## src/rtl/fetch_pkg.sv

```systemverilog
// Shared types for the instruction fetch front end: buffered entry layout,
// fetch FSM states and a saturating adder for the optional perf counters.
package fetch_pkg;

  localparam logic [31:0] INST_BYTES = 32'd4;

  typedef struct packed {
    logic [31:0] pc;
    logic [31:0] inst;
  } fetch_entry_t;

  typedef enum logic [1:0] {
    S_BOOT  = 2'd0,
    S_RUN   = 2'd1,
    S_REDIR = 2'd2
  } fetch_state_e;

  function automatic logic [31:0] sat_add(input logic [31:0] a, input logic [31:0] b);
    logic [32:0] sum;
    sum = {1'b0, a} + {1'b0, b};
    return sum[32] ? 32'hFFFF_FFFF : sum[31:0];
  endfunction

endpackage

```

## src/rtl/fetch_fifo.sv

```systemverilog
// Show-ahead FIFO of fetch entries with a synchronous flush; the head entry
// is visible combinationally whenever the FIFO is not empty.
module fetch_fifo
  import fetch_pkg::*;
#(
  parameter int DEPTH = 4
) (
  input  logic                   clk,
  input  logic                   rst_n,
  input  logic                   push,
  input  fetch_entry_t           din,
  input  logic                   pop,
  input  logic                   flush,
  output fetch_entry_t           head,
  output logic                   full,
  output logic                   empty,
  output logic [$clog2(DEPTH):0] count
);

  localparam int AW = $clog2(DEPTH);
  localparam logic [AW:0] FULL_COUNT = (AW + 1)'(DEPTH);

  fetch_entry_t  mem_reg [DEPTH];
  logic [AW-1:0] wr_ptr_reg;
  logic [AW-1:0] rd_ptr_reg;
  logic [AW:0]   count_reg;
  logic          do_push;
  logic          do_pop;

  assign empty   = (count_reg == '0);
  assign full    = (count_reg == FULL_COUNT);
  assign count   = count_reg;
  assign head    = mem_reg[rd_ptr_reg];
  assign do_pop  = pop && !empty;
  assign do_push = push && (!full || do_pop);

  always_ff @(posedge clk) begin
    if (do_push && !flush) begin
      mem_reg[wr_ptr_reg] <= din;
    end
  end

  // Flush beats any push or pop arriving in the same cycle.
  always_ff @(posedge clk or negedge rst_n) begin
    if (!rst_n) begin
      wr_ptr_reg <= '0;
      rd_ptr_reg <= '0;
      count_reg  <= '0;
    end else if (flush) begin
      wr_ptr_reg <= '0;
      rd_ptr_reg <= '0;
      count_reg  <= '0;
    end else begin
      if (do_push) wr_ptr_reg <= wr_ptr_reg + 1'b1;
      if (do_pop)  rd_ptr_reg <= rd_ptr_reg + 1'b1;
      case ({do_push, do_pop})
        2'b10:   count_reg <= count_reg + 1'b1;
        2'b01:   count_reg <= count_reg - 1'b1;
        default: count_reg <= count_reg;
      endcase
    end
  end

  overflow_check: assert property (@(posedge clk) disable iff (!rst_n)
    !(push && !flush && full && !(pop && !empty)));

endmodule

```

## src/rtl/instr_fetch_unit.sv

```systemverilog
// Instruction fetch front end: credit-limited BRAM requests, epoch-tagged
// in-flight tracker, output FIFO and redirect flush. FETCH_PERF_EN adds counters.
module instr_fetch_unit
  import fetch_pkg::*;
#(
  parameter logic [31:0] RESET_PC   = 32'h0000_0000,
  parameter int          MEM_LAT    = 2,
  parameter int          FIFO_DEPTH = 4
) (
  input  logic        clk,
  input  logic        rst_n,
  output logic        mem_read_en,
  output logic [31:0] mem_addr,
  input  logic [31:0] mem_q,
  input  logic        redirect_valid,
  input  logic [31:0] redirect_pc,
  input  logic        stall,
  output logic        inst_valid,
  output logic [31:0] inst,
  output logic [31:0] inst_pc
`ifdef FETCH_PERF_EN
  ,
  output logic [31:0] perf_fetched,
  output logic [31:0] perf_discarded,
  output logic [31:0] perf_stall_cyc
`endif
);

  localparam int FCW = $clog2(FIFO_DEPTH) + 1;
  localparam logic [FCW:0] DEPTH_C = (FCW + 1)'(FIFO_DEPTH);

  fetch_state_e   state_reg;
  logic [31:0]    pc_reg;
  logic           epoch_reg;
  logic           trk_valid_reg [MEM_LAT];
  logic [31:0]    trk_pc_reg    [MEM_LAT];
  logic           trk_epoch_reg [MEM_LAT];

  logic [FCW:0]   in_flight;
  logic [FCW:0]   occupancy;
  logic [FCW-1:0] fifo_count;
  logic           fifo_full;
  logic           fifo_empty;
  logic           credit_ok;
  logic           issue;
  logic           resp_valid;
  logic           resp_keep;
  logic           fifo_pop;
  fetch_entry_t   fifo_din;
  fetch_entry_t   fifo_head;
  logic           unused_pc_bits;

  assign unused_pc_bits = &{1'b0, redirect_pc[1:0]};

  always_comb begin
    in_flight = '0;
    for (int i = 0; i < MEM_LAT; i++) begin
      in_flight = in_flight + (FCW + 1)'(trk_valid_reg[i]);
    end
  end

  // Requests in flight plus buffered words reserve FIFO slots, so a push never finds it full.
  assign occupancy   = in_flight + {1'b0, fifo_count};
  assign credit_ok   = !fifo_full && (occupancy < DEPTH_C);
  assign issue       = (state_reg == S_RUN) && !redirect_valid && credit_ok;
  assign mem_read_en = issue;
  assign mem_addr    = pc_reg;

  assign resp_valid = trk_valid_reg[MEM_LAT-1];
  assign resp_keep  = resp_valid && (trk_epoch_reg[MEM_LAT-1] == epoch_reg) && !redirect_valid;
  assign fifo_din   = '{pc: trk_pc_reg[MEM_LAT-1], inst: mem_q};
  assign fifo_pop   = inst_valid && !stall && !redirect_valid;

  assign inst_valid = !fifo_empty;
  assign inst       = inst_valid ? fifo_head.inst : '0;
  assign inst_pc    = inst_valid ? fifo_head.pc : '0;

  always_ff @(posedge clk or negedge rst_n) begin
    if (!rst_n) begin
      state_reg <= S_BOOT;
      pc_reg    <= RESET_PC;
      epoch_reg <= 1'b0;
    end else if (redirect_valid) begin
      state_reg <= S_REDIR;
      pc_reg    <= {redirect_pc[31:2], 2'b00};
      epoch_reg <= ~epoch_reg;
    end else begin
      case (state_reg)
        S_BOOT:  state_reg <= S_RUN;
        S_REDIR: state_reg <= S_RUN;
        S_RUN: begin
          if (issue) pc_reg <= pc_reg + INST_BYTES;
        end
        default: state_reg <= S_BOOT;
      endcase
    end
  end

  // The tracker shifts unconditionally so its last stage lines up with mem_q.
  always_ff @(posedge clk or negedge rst_n) begin
    if (!rst_n) begin
      for (int i = 0; i < MEM_LAT; i++) begin
        trk_valid_reg[i] <= 1'b0;
        trk_pc_reg[i]    <= '0;
        trk_epoch_reg[i] <= 1'b0;
      end
    end else begin
      trk_valid_reg[0] <= issue;
      trk_pc_reg[0]    <= pc_reg;
      trk_epoch_reg[0] <= epoch_reg;
      for (int i = 1; i < MEM_LAT; i++) begin
        trk_valid_reg[i] <= trk_valid_reg[i-1];
        trk_pc_reg[i]    <= trk_pc_reg[i-1];
        trk_epoch_reg[i] <= trk_epoch_reg[i-1];
      end
    end
  end

  fetch_fifo #(
    .DEPTH (FIFO_DEPTH)
  ) u_fifo (
    .clk   (clk),
    .rst_n (rst_n),
    .push  (resp_keep),
    .din   (fifo_din),
    .pop   (fifo_pop),
    .flush (redirect_valid),
    .head  (fifo_head),
    .full  (fifo_full),
    .empty (fifo_empty),
    .count (fifo_count)
  );

`ifdef FETCH_PERF_EN
  logic [31:0] fetched_reg;
  logic [31:0] discarded_reg;
  logic [31:0] stall_cyc_reg;
  logic [31:0] discard_inc;

  // Discards are stale or redirect-cycle responses plus whatever the flush throws away.
  always_comb begin
    discard_inc = '0;
    if (resp_valid && !resp_keep) discard_inc = discard_inc + 32'd1;
    if (redirect_valid)           discard_inc = discard_inc + 32'(fifo_count);
  end

  always_ff @(posedge clk or negedge rst_n) begin
    if (!rst_n) begin
      fetched_reg   <= '0;
      discarded_reg <= '0;
      stall_cyc_reg <= '0;
    end else begin
      if (resp_keep)          fetched_reg   <= sat_add(fetched_reg, 32'd1);
      discarded_reg <= sat_add(discarded_reg, discard_inc);
      if (inst_valid && stall) stall_cyc_reg <= sat_add(stall_cyc_reg, 32'd1);
    end
  end

  assign perf_fetched   = fetched_reg;
  assign perf_discarded = discarded_reg;
  assign perf_stall_cyc = stall_cyc_reg;
`endif

endmodule

```

## config.mk

```make
export PLATFORM = sky130hd
export DESIGN_NAME = instr_fetch_unit
export DESIGN_NICKNAME = d
export VERILOG_FILES = /design/src/rtl/fetch_pkg.sv /design/src/rtl/fetch_fifo.sv /design/src/rtl/instr_fetch_unit.sv
export SDC_FILE = /design/constraint.sdc
export NUM_CORES = 1
export LEC_CHECK = 0
export CORE_MARGIN = 2
export CORE_UTILIZATION = 55
export DETAILED_ROUTE_END_ITERATION = 16
export PLACE_DENSITY = 0.83
export SYNTH_ARGS = -nofsm -noshare
export SYNTH_HDL_FRONTEND = slang
export SYNTH_SLANG_ARGS = --single-unit
export TNS_END_PERCENT = 10
```

## constraint.sdc

```tcl
create_clock -name clk -period 4.25 [get_ports clk]
set_input_delay 0.425 -clock clk [delete_from_list [all_inputs] [get_ports clk]]
set_output_delay 0.425 -clock clk [all_outputs]
set_load 0.01 [all_outputs]
```

* Word-level counts from Yosys, hierarchy flattened
Memories as Yosys holds them, arrays and structs flattened.
Cells that the tools add are included.
** Cells by class
- Equality and inequality tests :: 7
- Mux-type cells :: 15
- Shift-type cells :: 0
- Divide/modulo/power cells :: 0
- Reduce and logical (&&, ||, !) cells :: 24
- Multipliers :: 0
- Bitwise gates (word level) :: 1
- Order comparisons :: 1
- $add $sub $neg :: 7
** Operators with widths (count)
- $mux 32 :: 5
- $add 32x3->32 const B :: 1
- $logic_and 1x1->1 :: 10
- $mux 2 :: 5
- $reduce_bool 2->1 :: 4
- $pmux 3 s2 :: 1
- $add 2x1->2 const B :: 2
- $add 2x3->4 :: 1
- $eq 2x1->1 const B :: 2
- $eq 2x2->1 const B :: 2
- $logic_not 1->1 :: 4
- $lt 4x3->1 const B :: 1
- $pmux 2 s2 :: 1
- $add 3x1->3 const B :: 1
- $eq 3x3->1 const B :: 1
- $logic_not 3->1 :: 1
- $mux 3 :: 1
- $reduce_bool 3->1 :: 1
- $sub 3x1->3 const B :: 1
- $add 1x1->2 :: 1
- $logic_not 2->1 :: 1
- $mux 1 :: 2
- $ne 2x2->1 const B :: 1
- $reduce_and 2->1 :: 1
- other kinds (4) :: 4
** Storage, ports and cells
- Bits in read-only memories :: 0
- Memories :: 1
- Bits in writable memories :: 256
- Output and inout port bits :: 98
- Input port bits :: 68
- Bits in latches :: 0
- Bits in registers :: 110
** Memory list
- u_fifo.mem_reg :: depth 4, bits a word 64, read ports 1, clocked after memory_dff 0, write ports 1, RTL line fetch_fifo.sv:23 : fetch_entry_t mem_reg [DEPTH];

* Depth between registers and ports, before layout
Gate-level depths: netlist (run 1).
- Depth in word-level cells :: 10
- Mapped depth :: 8
- Depth with buffers taken out :: 7

* Modules after synthesis
A second synthesis (run 1) with hierarchy kept.
** Unflattened totals
- Cells, all modules :: 772
- Area total of the unflattened synthesis :: 13954.6 µm²
** By module, submodules not included
- fetch_fifo :: area an instance 9808.2 µm², seq. area each 7862.5 µm², times used 1, cells each 398
- instr_fetch_unit :: area an instance 4146.5 µm², seq. area each 2427.3 µm², times used 1, cells each 374

* Least setup slack after synthesis (run 1)
No wires, ideal clock.
- Path type :: register -> register
- From :: register epoch_reg
- To :: memory u_fifo.mem_reg[0][0] (netlist bit), enable pin
- Stages on the path, launching flop included :: 5
- Library setup time :: 0.427 ns
- Path slack :: 1.150 ns
- Buffers on the path :: 0
- Period minus slack after synthesis :: 3.100 ns
- Arrival :: 2.673 ns
- Cell sequence :: dfrtp_1 > xor2_1 > nor2_1 > o31a_1 > and2_1
** Between the ends
- Cells in the longest elaborated chain, start to end :: 7
** RTL lines
- start, declared :: RTL line instr_fetch_unit.sv:34 : logic epoch_reg;
- start signal, assigned :: RTL line instr_fetch_unit.sv:86 : epoch_reg <= ~epoch_reg;
- $eq 1x1->1 :: RTL line instr_fetch_unit.sv:70 : assign resp_keep = resp_valid && (trk_epoch_reg[MEM_LAT-1] == epoch_reg) && !redirect_valid;
- $logic_and 1x1->1 (2 in a row) :: RTL line instr_fetch_unit.sv:70
- $logic_and 1x1->1 :: RTL line fetch_fifo.sv:35 : assign do_push = push && (!full || do_pop);
- $logic_and 1x1->1 :: RTL line fetch_fifo.sv:38 : if (do_push && !flush) begin
- $mux 1 :: RTL line fetch_fifo.sv:38
- $mux 1 (implied by the code) :: RTL line fetch_fifo.sv:39 : mem_reg[wr_ptr_reg] <= din;
- end, declared :: RTL line fetch_fifo.sv:23
No other way between the ends.

* Worst setup path in the final report (run 1)
- From :: register u_fifo.rd_ptr_reg[0]
- To :: output inst[7]
** Between the ends
- Cells in the longest elaborated chain, start to end :: 2
** RTL lines
- start, declared :: RTL line fetch_fifo.sv:25 : logic [AW-1:0] rd_ptr_reg;
- start signal, assigned :: RTL line fetch_fifo.sv:55 : if (do_pop) rd_ptr_reg <= rd_ptr_reg + 1'b1;
- $mem_v2 4x64
- $mux 32 :: RTL line instr_fetch_unit.sv:75 : assign inst = inst_valid ? fifo_head.inst : '0;
- end, declared :: RTL line instr_fetch_unit.sv:19 : output logic [31:0] inst,
No other way between the ends.

==> results.md, run 1 <==
- Clock network fraction of design power: 39.0%
- Sw Pwr: 1530 uW
- Post-placement cell count: 1,226
- Largest register FFs: 248
- Main synth FF type: edfxtp_1
- Count of final setup violators: 0
- # Post-CTS Setup Buffers: 0
- Ys Warns: 0
- Final Net Count: 1,013
- Fill count: 1,613
- Area of the core: 24,300 um2
- CP required: 3830 ps
- WP data arrival: 3200 ps
- Hold_buf cts: 0
- Startpoint Class: flip-flop
- Die height: 161 um
- H-Tree Depth: 2
- Post-route minimum period: 3630 ps
- Crit. End Element: output pin
- Port Buf Inserts: 159
- Final Skew: 21.2 ps
- Worst Hold Class: primary input to asynchronous set/reset pin
- Cell Area, Synth: 13,600 um2
- Leakage: 0.00545 uW
- Status: completed
- Final GP Congestion: 0.856
- Chip Width: 161 um
- ANT nets after route: 0
- Root Driver: clkbuf_16
- Clock Path Buffers: 3
- Vias in the first global route: 7,472
- RSZ-0062 raised after global routing: no
- Area Overhead vs Synth: 21.4%
- Measured slew at the worst slew-check pin: 1050 ps
- CP Max Fanout: 53
- Share of cells above drive strength 1: 13.3%
- Antenna violations before repair: 0
- Diode count: 0
- Post_cts resized: 0
- R2R Setup Slk: 1580 ps
- VDD IR max: 0.216 mV
- Switching portion of total power: 21.0%
- Clock Latency Late Sink: 500 ps
- All-Layer GR Usage: 20.4%
- Max-slew headroom: 30.1%
- I/O pin count: 166
- Cell taking the most area after synthesis: edfxtp_1
- Drt drc: 0
- Top cell type's share of synthesized area: 54.6%
- CTS Buf Count: 34
- Post-synth cell types: 55
- Synth Instances: 779
- Synth area leaders: edfxtp_1 (55%), dfrtp_1 (19%), mux4_2 (10%), nor2b_1 (3.2%), nand3_1 (0.84%)
- Largest net degree at the start of global routing: 73
- DP Wirelength: 14,900 um
- Synth async-reset ratio: 29.5%
- Setup TNS Final: 0 ps
- CTS sink cnt: 352
- First-pass DRT Iterations: 7
- Clock Pin Slew Worst Setup and Hold Paths: 60 ps
- Finished Layout Cells: 1,286
- Seq cells post-synth: 352
- Pint: 5760 uW
- Via-to-Cell Ratio: 5.79
- Max cap viols: 0
- Post-synth EDFFs: 248
- Max Freq: 276 MHz
- Fin. Hold Viols: 0
- Synth Area per Inst: 17.5 um2
- Initial drt markers: 591
- CTS tree: yes
- Via count: 7,442
- First-pass GRT wire length: 40,900 um
- Sequential share of power: 54.3%
- WL/cell: 20.1 um
- Comb power frac: 6.6%
- Power Dens Cells: 441 nW/um2
- Cell Rows: 57
- Grt total ovfl: 0
- Total routed wirelength: 25,800 um
- Max-slew violation count: 0
- Crit Path Class: flip-flop to output pin
- Sequential-to-total area share from yosys stat: 73.7%
- Die area: 26,100 um2
- Fin crit share: 85.4%
- Starting Density: 56.0%
[cell usage after synthesis (4+ instances only)]
cell type,n
xnor2_1,7
a21oi_1,9
o21ai_0,19
or4_1,11
nor3_1,8
nand2_1,21
a31oi_1,14
dfrtp_1,104
buf_4,4
clkbuf_1,29
nor2b_1,70
ha_1,6
inv_1,11
o41ai_1,4
and2_1,4
buf_1,4
a2111oi_0,4
buf_2,6
mux4_2,62
nor2_1,28
edfxtp_1,248
o31ai_1,8
nand3_1,23
nor4_1,7
nand4_1,17
[placed cells by master (no fill, tap or decap), drive strengths merged, types with 3 or more instances in the layout]
| master | n |
|---|---|
| o31ai | 8 |
| xor2 | 3 |
| a31oi | 14 |
| a21oi | 9 |
| nor4 | 7 |
| edfxtp | 248 |
| nand3 | 23 |
| a221oi | 3 |
| clkdlybuf4s50 | 157 |
| ha | 6 |
| mux4 | 62 |
| a2111oi | 4 |
| nand4b | 3 |
| nor3 | 8 |
| nand2 | 21 |
| dfrtp | 104 |
| o41ai | 4 |
| nand4 | 17 |
| inv | 12 |
| conb | 4 |
| nor2b | 70 |
| clkinv | 8 |
| o21ai | 19 |
| clkbuf | 48 |
| and2 | 4 |
| xnor2 | 7 |
| o21a | 3 |
| buf | 8 |
| nor2 | 28 |
| a211oi | 4 |
| or4 | 11 |
[cells by family after synthesis]
kind of cell	after synthesis	synth area share, %
AOI/OAI and AO/OA	84	4.20
xor gates and xnor gates	10	0.643
adders and majority gates	7	0.698
buffers and inverters	57	1.85
DFF	352	73.7
muxes	65	10.5
other	1	0.0275
and+or+nand+nor	203	8.38
[stage by stage]
stage | cell area (um2) | total power, uW | hold WS (ps) | setup slack, ps | utilization, %
after floorplan | 13600 | 4230 | 129 | 1150 | -
after global placement | 15500 | 4490 | 332 | 1090 | 63.7
after detailed placement | 15500 | 4510 | 335 | 1090 | 63.7
after CTS | 16600 | 7360 | 85.0 | 519 | 68.1
after global routing | 16600 | 7550 | 142 | 377 | 68.1
final | 16600 | 7290 | 65.6 | 622 | 68.1
[metal layers]
metal  track usage [%]  wire length [um]  up-vias
li1                  -                 -     3363
met1              29.1             11000     3720
met2              33.0             12600      323
met3              3.85              1800       36
met4              5.24               445        0
met5                 0                 0        -
[power groups by stage]
stage	sequential [uW]	clock [uW]	combinational, uW
after floorplan	3990	0	241
after global placement	4020	0	474
after detailed placement	4030	0	485
after CTS	3960	2910	488
after global routing	3980	3050	528
final	3960	2850	483
[worst max-delay path, stage by stage (launching register included)]
cell             delay, ps
dfrtp_4               1130
buf_4                  340
mux4_2                 520
nor2b_1                160
clkdlybuf4s50_1        530
[cell type report]
| class | count | area, um2 | area share [%] |
|---|---|---|---|
| clock buffers | 48 | 945 | 5.71 |
| clock inverters | 12 | 115 | 0.695 |
| inverters | 12 | 45.0 | 0.272 |
| multi-input cells | 373 | 3350 | 20.3 |
| flip-flops and latches | 352 | 10100 | 60.8 |
| well taps | 324 | 405 | 2.45 |
| repair buffers | 165 | 1630 | 9.84 |
[final timing paths]
kind | cells past startpoint | end | from
max | 4 | inst[7] | u_fifo.rd_ptr_reg[0]
min | 1 | mem_addr[29] | rst_n
max reg2reg | 4 | u_fifo.mem_reg[0][18] | epoch_reg
min reg2reg | 0 | fifo_din[51] | trk_pc_reg[51]
max in group asynchronous | 2 | mem_addr[4] | rst_n
min in group clk | 1 | state_reg[1] | redirect_valid
(Power assumes the default switching activity.)
==> run 2: changes to the inputs <==
CAP_MARGIN = 20   (was default)
==> results.md, run 2 (synthesis gave the netlist of run 1 again) <==
- Drt drc: 0 (unchanged)
- CTS tree: yes
- Setup TNS Final: 0 ps (unchanged)
- Area of the core: 24,300 um2 (unchanged)
- Leakage: 0.00546 uW (+0.21%)
- Core Util, Final: 68.2% (+0.11 points)
- Total routed wirelength: 25,900 um (+0.43%)
- Count of final setup violators: 0 (unchanged)
- ANT nets after route: 0 (unchanged)
- Measured slew at the worst slew-check pin: 961 ps (-87.3 ps)
- CP required: 3830 ps (about the same)
- Largest register FFs: 248 (unchanged)
- First-pass GRT wire length: 40,900 um (unchanged)
- Root Driver: clkbuf_16
- Fill count: 1,608 (-0.31%)
- Pwr Total: 7300 uW (+0.11%)
- # Post-CTS Setup Buffers: 0 (unchanged)
- Final Net Count: 1,014 (+0.099%)
- CP Max Fanout: 34 (-36%)
- Most frequent cells in the layout: edfxtp_1 (248), clkdlybuf4s50_1 (157), dfrtp_1 (102)
- Max Freq: 293 MHz (+6.1%)
- Max-slew headroom: 35.9% (+5.8 points)
- Die area: 26,100 um2 (unchanged)
- Die height: 161 um (unchanged)
- Grt total ovfl: 0 (unchanged)
- Max cap viols: 0 (unchanged)
- Via count: 7,465 (+0.31%)
- Reg2reg path depth: 4 (unchanged)
- Crit Path Class: flip-flop to output pin
- DP Wirelength: 14,900 um (unchanged)
- Worst Hold Class: primary input to asynchronous set/reset pin
- Starting Density: 56.0% (unchanged)
- Fin. Hold Viols: 0 (unchanged)
- Final GP Congestion: 0.856 (unchanged)
- RSZ-0062 raised after global routing: no
- WL/cell: 20.1 um (+0.35%)
- Startpoint Class: flip-flop
- Clock Pin Slew Worst Setup and Hold Paths: 60 ps (about the same)
- Port Buf Inserts: 159 (unchanged)
- Reg2reg start: epoch_reg
- Largest net degree at the start of global routing: 73 (unchanged)
- Status: completed
- Share of cells above drive strength 1: 13.4% (+0.090 points)
- Chip Width: 161 um (unchanged)
- Crit. End Element: output pin
- Critical R2R Capture: u_fifo.mem_reg[2][18]
- Area Overhead vs Synth: 21.6%
- Vias in the first global route: 7,472 (unchanged)
- WP data arrival: 2990 ps (-210 ps)
- Worst setup path startpoint: u_fifo.rd_ptr_reg[0]
- Clock Path Buffers: 3 (unchanged)
- R2R Setup Slk: 1590 ps (about the same)
- Via-to-Cell Ratio: 5.80 (+0.23%)
- VDD IR max: 0.216 mV (+0.11%)
- Max-slew violation count: 0 (unchanged)
- Antenna violations before repair: 0 (unchanged)
- Post_cts resized: 0 (unchanged)
- Post-route minimum period: 3420 ps (-210 ps)
- Final Skew: 20.1 ps (-1.09 ps)
- Clock Latency Late Sink: 500 ps (about the same)
- I/O pin count: 166 (unchanged)
- CTS Buf Count: 34 (unchanged)
- First-pass DRT Iterations: 5 (-2)
- Hold_buf cts: 0 (unchanged)
- Commonest non-fill, non-tap cell in the layout: edfxtp_1
- Fin crit share: 80.4% (-4.9 points)
- CTS sink cnt: 352 (unchanged)
- H-Tree Depth: 2 (unchanged)
- Initial drt markers: 532 (-10%)
- Diode count: 0 (unchanged)
- Power Dens Cells: 440 nW/um2 (about the same)
- Cell Rows: 57 (unchanged)
- All-Layer GR Usage: 20.4% (unchanged)
[run 2: per-layer routing]
metal  routed length, um  vias to the layer above  track usage (%)
li1                    -                     3362                -
met1               11100                     3756             29.1
met2               12800                      311             33.0
met3                1680                       36             3.85
met4                 426                        0             5.24
met5                   0                        -                0
[run 2: layout make-up]
| cell class | count | area, um2 | area share (%) |
|---|---|---|---|
| clock buffer | 48 | 945 | 5.70 |
| inverter | 12 | 45.0 | 0.272 |
| clock inverter | 12 | 115 | 0.694 |
| sequential | 352 | 10100 | 60.7 |
| timing repair buffer | 166 | 1660 | 9.99 |
| tap | 324 | 405 | 2.45 |
| multi-input combinational | 373 | 3350 | 20.2 |
[run 2: metrics by stage]
stage          cell area, um2  std cells  hold slack (ps)  worst slack (ps)
2_1_floorplan           13600        782              129              1150
3_5_place_dp            15500       1226              335              1090
4_1_cts                 16600       1286             85.0               519
5_1_grt                 16600       1287              144               653
6_report                16600       1287             63.0               832
3_3_place_gp            15500       1226              332              1090
[run 2: worst max-delay path by stage]
stage	to	slack, ps	cells past startpoint
floorplan	u_fifo.mem_reg[0][0]	1150	4
global placement	inst[9]	1090	4
detailed placement	inst[9]	1090	4
CTS	inst[7]	520	4
global route	inst[7]	650	5
finish	inst[7]	830	5
[run 2: report_power, final]
group,switching (uW),internal (uW)
logic,239,253
registers,125,3830
clock network,1180,1680
[run 2: critical path, stage by stage (launching register included)]
cell and delay [ps]:
dfrtp_4 680, buf_16 320, buf_4 250, mux4_2 510
nor2b_1 160, clkdlybuf4s50_1 530
